==> config.mk <==
export PLATFORM = sky130hd
export DESIGN_NAME = i2c_req_arbiter
export DESIGN_NICKNAME = d
export VERILOG_FILES = /design/src/rtl/i2c_req_arbiter.sv
export SDC_FILE = /design/constraint.sdc
export NUM_CORES = 1
export LEC_CHECK = 0
export CORE_UTILIZATION = 39
export DETAILED_ROUTE_END_ITERATION = 7
export GPL_ROUTABILITY_DRIVEN = 0
export HOLD_SLACK_MARGIN = 0.08
export SYNTH_ARGS = -nofsm -noshare
export SYNTH_HDL_FRONTEND = slang
export SYNTH_SLANG_ARGS = --single-unit
export TNS_END_PERCENT = 20
==> constraint.sdc <==
create_clock -name i_clk -period 5.55 [get_ports i_clk]
set_input_delay 1.11 -clock i_clk [delete_from_list [all_inputs] [get_ports i_clk]]
set_output_delay 1.11 -clock i_clk [all_outputs]
set_load 0.01 [all_outputs]
==> src/rtl/i2c_req_arbiter.sv <==
// Round-robin arbiter granting one of NREQ requesters access to a shared I2C byte engine.
// It launches one byte per grant and returns a done/err pulse to the owner.
module i2c_req_arbiter #(
  parameter int unsigned NREQ    = 4,
  parameter int unsigned N       = 8,
  parameter int unsigned TIMEOUT = 255
) (
  input  logic              i_clk,
  input  logic              i_reset,
  input  logic [NREQ-1:0]   i_req,
  input  logic [NREQ*N-1:0] i_req_data,
  output logic [NREQ-1:0]   o_gnt,
  output logic [NREQ-1:0]   o_done,
  output logic [NREQ-1:0]   o_err,
  output logic              o_busy,
  output logic              o_eng_start,
  output logic [N-1:0]      o_eng_data,
  input  logic              i_eng_busy,
  input  logic              i_eng_ack_ok
);

  localparam int unsigned PW = $clog2(NREQ);
  localparam int unsigned TW = $clog2(TIMEOUT + 1);

  typedef enum logic [2:0] {
    StIdle,
    StGrant,
    StLaunch,
    StWaitBusy,
    StWaitDone,
    StRelease
  } state_e;

  state_e          r_state;
  logic [PW-1:0]   r_ptr;
  logic [PW-1:0]   r_win;
  logic [TW-1:0]   r_tcnt;
  logic [NREQ-1:0] r_gnt;
  logic [NREQ-1:0] r_done;
  logic [NREQ-1:0] r_err;
  logic            r_busy;
  logic            r_eng_start;
  logic [N-1:0]    r_eng_data;

  logic            w_found;
  logic [PW-1:0]   w_idx;
  logic [PW-1:0]   w_win;
  logic [N-1:0]    w_win_data;
  logic [TW-1:0]   w_tcnt_nxt;
  logic            w_tmo;

  // Search starts just above the last winner and wraps, so the last owner has lowest priority.
  always_comb begin
    w_found    = 1'b0;
    w_idx      = '0;
    w_win      = '0;
    w_win_data = '0;
    for (int k = 1; k <= int'(NREQ); k++) begin
      w_idx = PW'((int'(r_ptr) + k) % int'(NREQ));
      if (!w_found && i_req[w_idx]) begin
        w_found    = 1'b1;
        w_win      = w_idx;
        w_win_data = i_req_data[int'(w_idx) * int'(N) +: N];
      end
    end
  end

  assign w_tcnt_nxt = r_tcnt + TW'(1);
  assign w_tmo      = (w_tcnt_nxt == TW'(TIMEOUT));

  always_ff @(posedge i_clk) begin
    if (i_reset) begin
      r_state     <= StIdle;
      r_ptr       <= PW'(NREQ - 1);
      r_win       <= '0;
      r_tcnt      <= '0;
      r_gnt       <= '0;
      r_done      <= '0;
      r_err       <= '0;
      r_busy      <= 1'b0;
      r_eng_start <= 1'b0;
      r_eng_data  <= '0;
    end else begin
      r_done      <= '0;
      r_err       <= '0;
      r_eng_start <= 1'b0;
      unique case (r_state)
        StIdle: begin
          if (w_found) begin
            r_state    <= StGrant;
            r_win      <= w_win;
            r_gnt      <= {{(NREQ - 1){1'b0}}, 1'b1} << w_win;
            r_eng_data <= w_win_data;
            r_busy     <= 1'b1;
          end
        end
        StGrant: begin
          r_state     <= StLaunch;
          r_eng_start <= 1'b1;
        end
        StLaunch: begin
          // Engine busy seen during launch is deliberately ignored.
          r_state <= StWaitBusy;
          r_tcnt  <= '0;
        end
        StWaitBusy: begin
          r_tcnt <= w_tcnt_nxt;
          if (w_tmo) begin
            r_state <= StRelease;
            r_err   <= r_gnt;
          end else if (i_eng_busy) begin
            r_state <= StWaitDone;
          end
        end
        StWaitDone: begin
          r_tcnt <= w_tcnt_nxt;
          if (w_tmo) begin
            r_state <= StRelease;
            r_err   <= r_gnt;
          end else if (!i_eng_busy) begin
            r_state <= StRelease;
            if (i_eng_ack_ok) begin
              r_done <= r_gnt;
            end else begin
              r_err <= r_gnt;
            end
          end
        end
        StRelease: begin
          r_state <= StIdle;
          r_ptr   <= r_win;
          r_gnt   <= '0;
          r_busy  <= 1'b0;
        end
        default: begin
          r_state <= StIdle;
          r_gnt   <= '0;
          r_busy  <= 1'b0;
        end
      endcase
    end
  end

  assign o_gnt       = r_gnt;
  assign o_done      = r_done;
  assign o_err       = r_err;
  assign o_busy      = r_busy;
  assign o_eng_start = r_eng_start;
  assign o_eng_data  = r_eng_data;

endmodule

==> After elaboration in Yosys (flattened, before gate mapping) <==
Cells that the tools add are included.
{ "classes": {"eq_ne": 9, "addsub": 5, "bitwise": 3, "magnitude_cmp": 4, "mux": 37, "shifts": 5, "div_mod_pow": 0, "mul": 0, "n_reduce_logical": 14} }
{ "op_table": {"columns": ["operator", "count"], "rows": [
  ["32-bit by 6-bit variable part select with 8-bit output", 4],
  ["8-bit 2-to-1 mux", 4],
  ["4-bit 2-to-1 mux", 5],
  ["4-bit case mux with 2 select lines", 2],
  ["8-bit case mux with 2 select lines", 1],
  ["3-bit 2-to-1 mux", 5],
  ["3-bit case mux with 5 select lines", 1],
  ["2-bit by 3-bit < comparator with 1-bit output (second input constant)", 4],
  ["1-bit 2-to-1 mux", 10],
  ["8-bit by 1-bit adder with 8-bit output (second input constant)", 1],
  ["1-bit binary-select mux with 2-bit select", 4],
  ["8-bit == test (second input constant)", 1],
  ["2-bit 2-to-1 mux", 4],
  ["3-bit by 2-bit == test with 1-bit output (second input constant)", 2],
  ["3-bit == test (second input constant)", 2],
  ["3-bit != test (second input constant)", 2],
  ["5-bit OR reduction", 1],
  ["2-bit by 1-bit adder with 2-bit output (second input constant)", 2],
  ["2-bit adder (second input constant)", 2],
  ["2-bit AND reduction", 2],
  ["4-bit OR reduction", 1],
  ["1-bit by 2-bit << shifter with 4-bit output (first input constant)", 1],
  ["3-bit by 1-bit == test with 1-bit output (second input constant)", 1],
  ["1-bit logical AND", 3],
  ["other kinds (8)", 12]
]} }
{ "totals": {"latchBits": 0, "register_bits": 37, "mem_bits_ro": 0, "out_inout_bits": 22, "inputBits": 40, "n_memories": 0, "ramBits": 0, "elab_cells": 87} }

==> Depth between registers and ports, before layout <==
Gate-level depths: netlist of run 1.
{ "depth": {"ltp_word": 16, "mapped_depth": 8, "depth_no_buf": 6} }

==> Worst setup path before layout of run 1 <==
Ideal clock, no wire load.
{ "synth_path": {"path_type": "input -> register", "startpoint": "input port i_req[2]", "endpoint": "register r_gnt[0], in the netlist o_gnt[0]", "arrival_time_ps": 2259, "path_slack_ps": 3231, "path_stages": 6, "path_buffers": 1, "path_cell_list": "clkbuf_2 > nor4_1 > nor3_2 > nor2_4 > and2_1 > a22o_1"} }
{ "synth_between": {"elab_chain_len": 15, "elab_cells_between_ends": 27} }
{ "synth_rtl": {"columns": ["element", "line", "rtl"], "rows": [
  ["start, declared", "10", "input logic [NREQ-1:0] i_req,"],
  ["1-bit binary-select mux with 2-bit select", "60", "if (!w_found && i_req[w_idx]) begin"],
  ["1-bit 2-to-1 mux (not written as such)", "60", null],
  ["1-bit 2-to-1 mux", "60", null],
  ["1-bit logical NOT", "60", null],
  ["1-bit logical AND", "60", null],
  ["1-bit 2-to-1 mux", "60", null],
  ["1-bit logical NOT", "60", null],
  ["1-bit logical AND", "60", null],
  ["1-bit 2-to-1 mux", "60", null],
  ["1-bit logical NOT", "60", null],
  ["1-bit logical AND", "60", null],
  ["2-bit 2-to-1 mux", "60", null],
  ["1-bit by 2-bit << shifter with 4-bit output", "92", "r_gnt <= {{(NREQ - 1){1'b0}}, 1'b1} << w_win;"],
  ["4-bit 2-to-1 mux", "89", "if (w_found) begin"],
  ["4-bit case mux with 2 select lines", "87", "unique case (r_state)"],
  ["end signal, assigned", "92", null],
  ["end, declared", "38", "logic [NREQ-1:0] r_gnt;"]
]} }
Several ways; a longest one is shown, not always the timed one. The select of a mux whose other input is x is not followed.
A chain may end at the register's enable or synchronous reset.

==> Worst setup path in the final report of run 1 <==
{ "layout_path": {"startpoint": "input port i_req[1]", "endpoint": "register r_gnt[0], in the netlist o_gnt[0]"} }
Same word-level chain as after synthesis.

==> out/qor.txt, run 1 <==
Die W - 88.44 µm
Top FF cell, synth - dfxtp_1
number of synthesized flops with an enable pin - 0
non-filler cells, final - 482
clock skew - 0.01027 ns
Die ar. - 7822 µm²
CP Launch Type - primary input
synth warn - 0
PD cells - 211.4 nW/µm²
Critical Path AT - 3.33 ns
CP Capture Type - register
MaxCap Viol Count - 0
Antenna Cells - 0
Filler Cells Inserted - 686
H-tree depth - 2
Lkg Pwr - 1.358 nW
Final Hold Vio Count - 0
max-slew violations - 0
slowest cell delay on critical path - 0.72 ns
crit path kind - primary input to register
Crit Path Max Fanout - 16
setup TNS - 0 ns
Distinct cells, synth - 66
critical-path cell list - clkdlybuf4s50_1, nor4_1, nor3_2, nor2_4, and2_1, a22o_1
post-layout min period - 3.082 ns
Synth Instances - 342
delay-heaviest family, CP - simple AND/OR/NAND/NOR gates
area growth from synthesis to layout - 24.86%
antenna viol nets, final - 0
RSZ-0062 raised after global routing - no
Reg area - 742.0 µm²
CP Buf/Inv Count - 1
layout cells sized above 1 - 11.23%
DR vias - 2,852
Die H - 88.44 µm
Layout Nets - 424
ys async rst share - 0%
FF+latch count, synth - 37
CTS tree - yes
1st-pass router iterations - 4
clk root buf - clkbuf_8
largest net degree at the start of global routing - 58
final setup fails - 0
first-pass GRT wire length - 12,420 µm
Slowest-stage cell, CP - nor4_1
worst hold path class - register to register
cts repair resizes - 0
Hold Buf Count CTS - 0
iteration-0 DRC count of the detailed router - 128
Seq/Total Area, Yosys - 25.42%
WL final - 7429 µm
num rows - 31
flop2flop setup slack - 3.24 ns
placed cells - 474
most common cell after layout, fill and taps aside - clkdlybuf4s50_1
Mapped Nets - 384
Ports - 62
vias in the first global route - 2,668
initial antenna violation count - 0
hold_ws - 0.4831 ns
Residual DRC - 0
worst-margin pin slew - 0.6873 ns
synthesized cell area - 2914 µm²
worst slack, placed - 2.173 ns
Setup Fix Bufs, Post-CTS - 0
Vias/cell - 5.917
DPL Wire Length - 5135 µm
GRT Overall Usage - 20.14%
final worst-path cycle share - 55.54%
worst path required time - 5.80 ns
Num CTS Buffers - 5
syn avg cell area - 8.521 µm²
Core Area - 7253 µm²
max frequency - 324.4 MHz
total gr overflow - 0
Port-buffer cells - 61
worst IR drop on VDD - 0.08993 mV
Starting Density - 40.18%
Clk Latency, worst-skew pair - 0.30 ns
multi-input logic area - 1994 µm²
most frequent cells in the layout - clkdlybuf4s50_1 (61), dfxtp_1 (36), nand3_1 (31), nand2_1 (24), nor2_1 (24)
slew margin rel. - 53.76%
clock-pin slew on the worst setup and hold paths - 0.09 ns
final setup margin - 2.468 ns
Clock Path Buffers - 2
WL/cell - 15.41 µm
status - completed
Sink Count - 37
worst reg2reg max path, stage by stage, from the launching register on:
cell and delay, ns:
dfxtp_2 0.32, buf_4 0.53, mux2_2 0.56, and2_1 0.21, or3_1 0.38, a32o_1 0.23
report_power, final:
group          internal (mW)  leakage (nW)  total, mW  switching, mW
registers              0.287         0.301      0.319         0.0313
logic                  0.106          1.00      0.207          0.100
clock network          0.135        0.0543      0.244          0.109
through the flow:
stage	power (mW)	utilization (%)	instance area, µm²
final	0.7690	50.16	3638
after global routing	0.8115	50.16	3638
after CTS	0.7730	50.16	3638
after detailed placement	0.5304	48.58	3523
after global placement	0.5291	48.58	3523
after floorplan	0.4391	-	2914
cell usage after synthesis (all sizes together) (3+ instances only):
cell type	n	area (µm²)
dfxtp	37	740.7
nand3	31	155.2
nand2	25	96.35
nor2	25	101.4
a21oi	22	110.1
buf	17	98.84
mux4	16	360.4
clkbuf	15	57.55
o21ai	11	55.05
a32oi	9	78.83
mux2i	9	90.09
nor3b	9	67.56
and2	8	50.05
nor3	8	50.05
a22oi	7	52.55
o31ai	7	52.55
inv	6	22.52
nand2b	6	37.54
nor2b	6	37.54
nand4	5	31.28
a2111oi	4	41.29
nor4	4	25.02
a211o	3	26.28
a211oi	3	22.52
a31oi	3	18.77
and3	3	18.77
and3b	3	26.28
o211ai	3	27.52
worst paths after layout:
check                              startpoint             to  cells past startpoint
worst min-delay path            o_eng_data[0]  o_eng_data[0]                      2
worst min register to register  o_eng_data[0]  o_eng_data[0]                      2
worst max-delay path                 i_req[1]       o_gnt[0]                      6
worst max register to register       r_ptr[1]       o_gnt[3]                      5
kinds of logic (layout without fill, tap and decap cells):
group | after synthesis | after routing | share of synthesized area [%]
simple gates | 146 | 146 | 27.70
compound gates | 90 | 90 | 22.80
fa+ha+maj | 2 | 2 | 0.8586
mux | 27 | 27 | 16.23
flops | 37 | 37 | 25.42
xor+xnor | 2 | 2 | 0.8589
buf+inv | 38 | 79 | 6.140
metal layers:
metal	GRT usage (%)	share of wire (%)	vias to the layer above
li1	-	-	1403
met1	27.28	47	1368
met2	32.03	47	73
met3	3.918	4.5	8
met4	7.038	1.3	0
met5	0	0	-
area by class of cell:
| class | count | area share [%] |
|---|---|---|
| clock buffers | 5 | 1.891 |
| clock inverters | 3 | 1.272 |
| inverters | 6 | 0.6190 |
| multi-input cells | 267 | 54.81 |
| flip-flops and latches | 37 | 20.39 |
| well taps | 99 | 3.404 |
| repair buffers | 65 | 17.61 |
sequential cells by signal, indices dropped and copies added (netlist names):
signal	cells
r_ptr	2
r_state	3
r_tcnt	8
o_gnt	4
o_busy	1
o_err	4
o_eng_start	1
r_win	2
o_done	4
o_eng_data	8
Note: power is estimated with default switching activity, not from simulation.
==> inputs of run 2 (changes only) <==
--- a/config.mk
+++ b/config.mk
@@ -9,6 +9,7 @@
 export DETAILED_ROUTE_END_ITERATION = 7
 export GPL_ROUTABILITY_DRIVEN = 0
 export HOLD_SLACK_MARGIN = 0.08
+export PLACE_DENSITY = 0.66
 export SYNTH_ARGS = -nofsm -noshare
 export SYNTH_HDL_FRONTEND = slang
 export SYNTH_SLANG_ARGS = --single-unit
==> constraint.sdc (replaced) <==
create_clock -name i_clk -period 2.7 [get_ports i_clk]
set_input_delay 0.54 -clock i_clk [delete_from_list [all_inputs] [get_ports i_clk]]
set_output_delay 0.54 -clock i_clk [all_outputs]
set_load 0.01 [all_outputs]
==> run 2 against run 1 <==
Compared with the run above: first-iteration DRC count rose by 130%; utilization rose by 0.71 points; clock skew rose by 0.00093 ns; cell count rose by 1.9%; global-route usage fell by 0.96 points; critical path type unchanged; wire length rose by 0.24%; via count rose by 1.6%; worst setup slack got worse by 2.1 ns; critical path depth rose by 1; sequential share of layout area fell by 0.28 points; highest routed layer unchanged.
==> out/qor.txt, run 2 (same netlist as run 1, synthesis figures left out) <==
total gr overflow - 0
MaxCap Viol Count - 0
final setup margin - 0.4026 ns
num rows - 31
delay-heaviest family, CP - compound AO/OA/AOI/OAI gates
clock skew - 0.01120 ns
slowest cell delay on critical path - 0.59 ns
CP Capture Type - register
CP Launch Type - primary input
Psw - 494.6 µW
crit path kind - primary input to register
Layout Nets - 433
Crit Path Max Fanout - 13
worst hold path class - register to register
Vias/cell - 5.904
Residual DRC - 0
r2r startpoint - r_ptr[0]
Die ar. - 7822 µm²
Clk Latency, worst-skew pair - 0.30 ns
setup TNS - 0 ns
1st-pass router iterations - 6
vias in the first global route - 2,438
H-tree depth - 2
cell depth of the worst setup path - 7
Slowest-stage cell, CP - clkdlybuf4s50_1
Port-buffer cells - 61
post-layout min period - 2.297 ns
Critical Path AT - 2.49 ns
Starting Density - 40.18%
final worst-path cycle share - 85.09%
GRT Overall Usage - 19.18%
clock-pin slew on the worst setup and hold paths - 0.08 ns
CP Buf/Inv Count - 2
Die W - 88.44 µm
WL final - 7447 µm
status - completed
worst path required time - 2.89 ns
Sink Count - 37
area growth from synthesis to layout - 26.62%
largest net degree at the start of global routing - 39
reg2reg path depth - 5
hold_sp - o_eng_data[5]
CTS tree - yes
RSZ-0062 raised after global routing - no
max-slew violations - 0
Num CTS Buffers - 5
switching part of the total power - 33.07%
Setup crit start - i_req[1]
Setup Fix Bufs, Post-CTS - 0
max frequency - 435.3 MHz
Core Area - 7253 µm²
Lkg Pwr - 1.400 nW
Clock Path Buffers - 2
clock power share - 26.5%
worst IR drop on VDD - 0.1803 mV
Die H - 88.44 µm
Ports - 62
most common cell after layout, fill and taps aside - clkdlybuf4s50_1
Hold Buf Count CTS - 0
DPL Wire Length - 5355 µm
first-pass GRT wire length - 11,750 µm
antenna viol nets, final - 0
Worst setup endpoint - o_gnt[1]
DR vias - 2,899
Antenna Cells - 0
iteration-0 DRC count of the detailed router - 300
final setup fails - 0
Reg-to-Reg End - o_eng_data[3]
Comb power frac - 29.9%
slew margin rel. - 43.87%
PD cells - 405.3 nW/µm²
Flop pwr share - 43.6%
clk root buf - clkbuf_8
total power - 1.496 mW
layout cells sized above 1 - 13.27%
worst slack, placed - 0.1371 ns
WL/cell - 15.17 µm
Int Power - 1.001 mW
cts repair resizes - 0
flop2flop setup slack - 0.49 ns
Final Hold Vio Count - 0
worst-margin pin slew - 0.8409 ns
critical-path cell list - clkdlybuf4s50_1, buf_4, o21ai_0, a21boi_0, a311oi_1, nor2b_1, a22o_1
most frequent cells in the layout - clkdlybuf4s50_1 (61), dfxtp_1 (36), nand3_1 (31), nand2_1 (24), nor2_1 (24)
initial antenna violation count - 0
==> run 2: worst min-delay path by stage <==
stage / endpoint / slack (ns) / cells past startpoint
global placement: o_eng_data[5] / 0.45 / 2
finish: o_eng_data[5] / 0.47 / 2
global route: o_eng_data[5] / 0.50 / 2
CTS: o_eng_data[5] / 0.47 / 2
floorplan: r_win[1] / 0.45 / 2
detailed placement: o_eng_data[5] / 0.46 / 2
==> run 2: power by group through the flow <==
stage	clock network [mW]	logic, mW	registers [mW]
after floorplan	0	0.260	0.642
after global placement	0	0.437	0.663
after detailed placement	0	0.443	0.665
after CTS	0.406	0.446	0.652
after global routing	0.425	0.483	0.660
final	0.397	0.447	0.652
==> run 2: layout make-up <==
type / count / area, µm²
well taps: 99 / 123.9
clock inverters: 3 / 17.52
multi-input cells: 267 / 1994
flip-flops and latches: 37 / 742.0
clock buffers: 5 / 68.82
repair buffers: 74 / 720.7
inverters: 6 / 22.52
fillers: 685 / 3563
==> run 2: worst reg2reg max path, delay by kind of cell, from the launching register on <==
family	cells	cell delay, ns
DFF	1	0.87
buffers and inverters	1	0.33
and+or+nand+nor	2	0.20
AOI/OAI and AO/OA	2	0.71
==> run 2: layer usage <==
layer	wire [µm]	GRT usage [%]	vias to the layer above
li1	-	-	1423
met5	0	0	-
met1	3565	27.62	1367
met3	357	2.705	12
met2	3392	29.51	97
met4	131	6.305	0
==> run 2: stage by stage <==
step	hold WS (ns)	instances	util (%)	area (µm²)
final	0.4704	491	50.87	3690
after global routing	0.4967	491	50.87	3690
after CTS	0.4748	491	50.87	3690
after detailed placement	0.4557	483	49.68	3603
after global placement	0.4520	483	49.68	3603
after floorplan	0.4521	342	-	2914
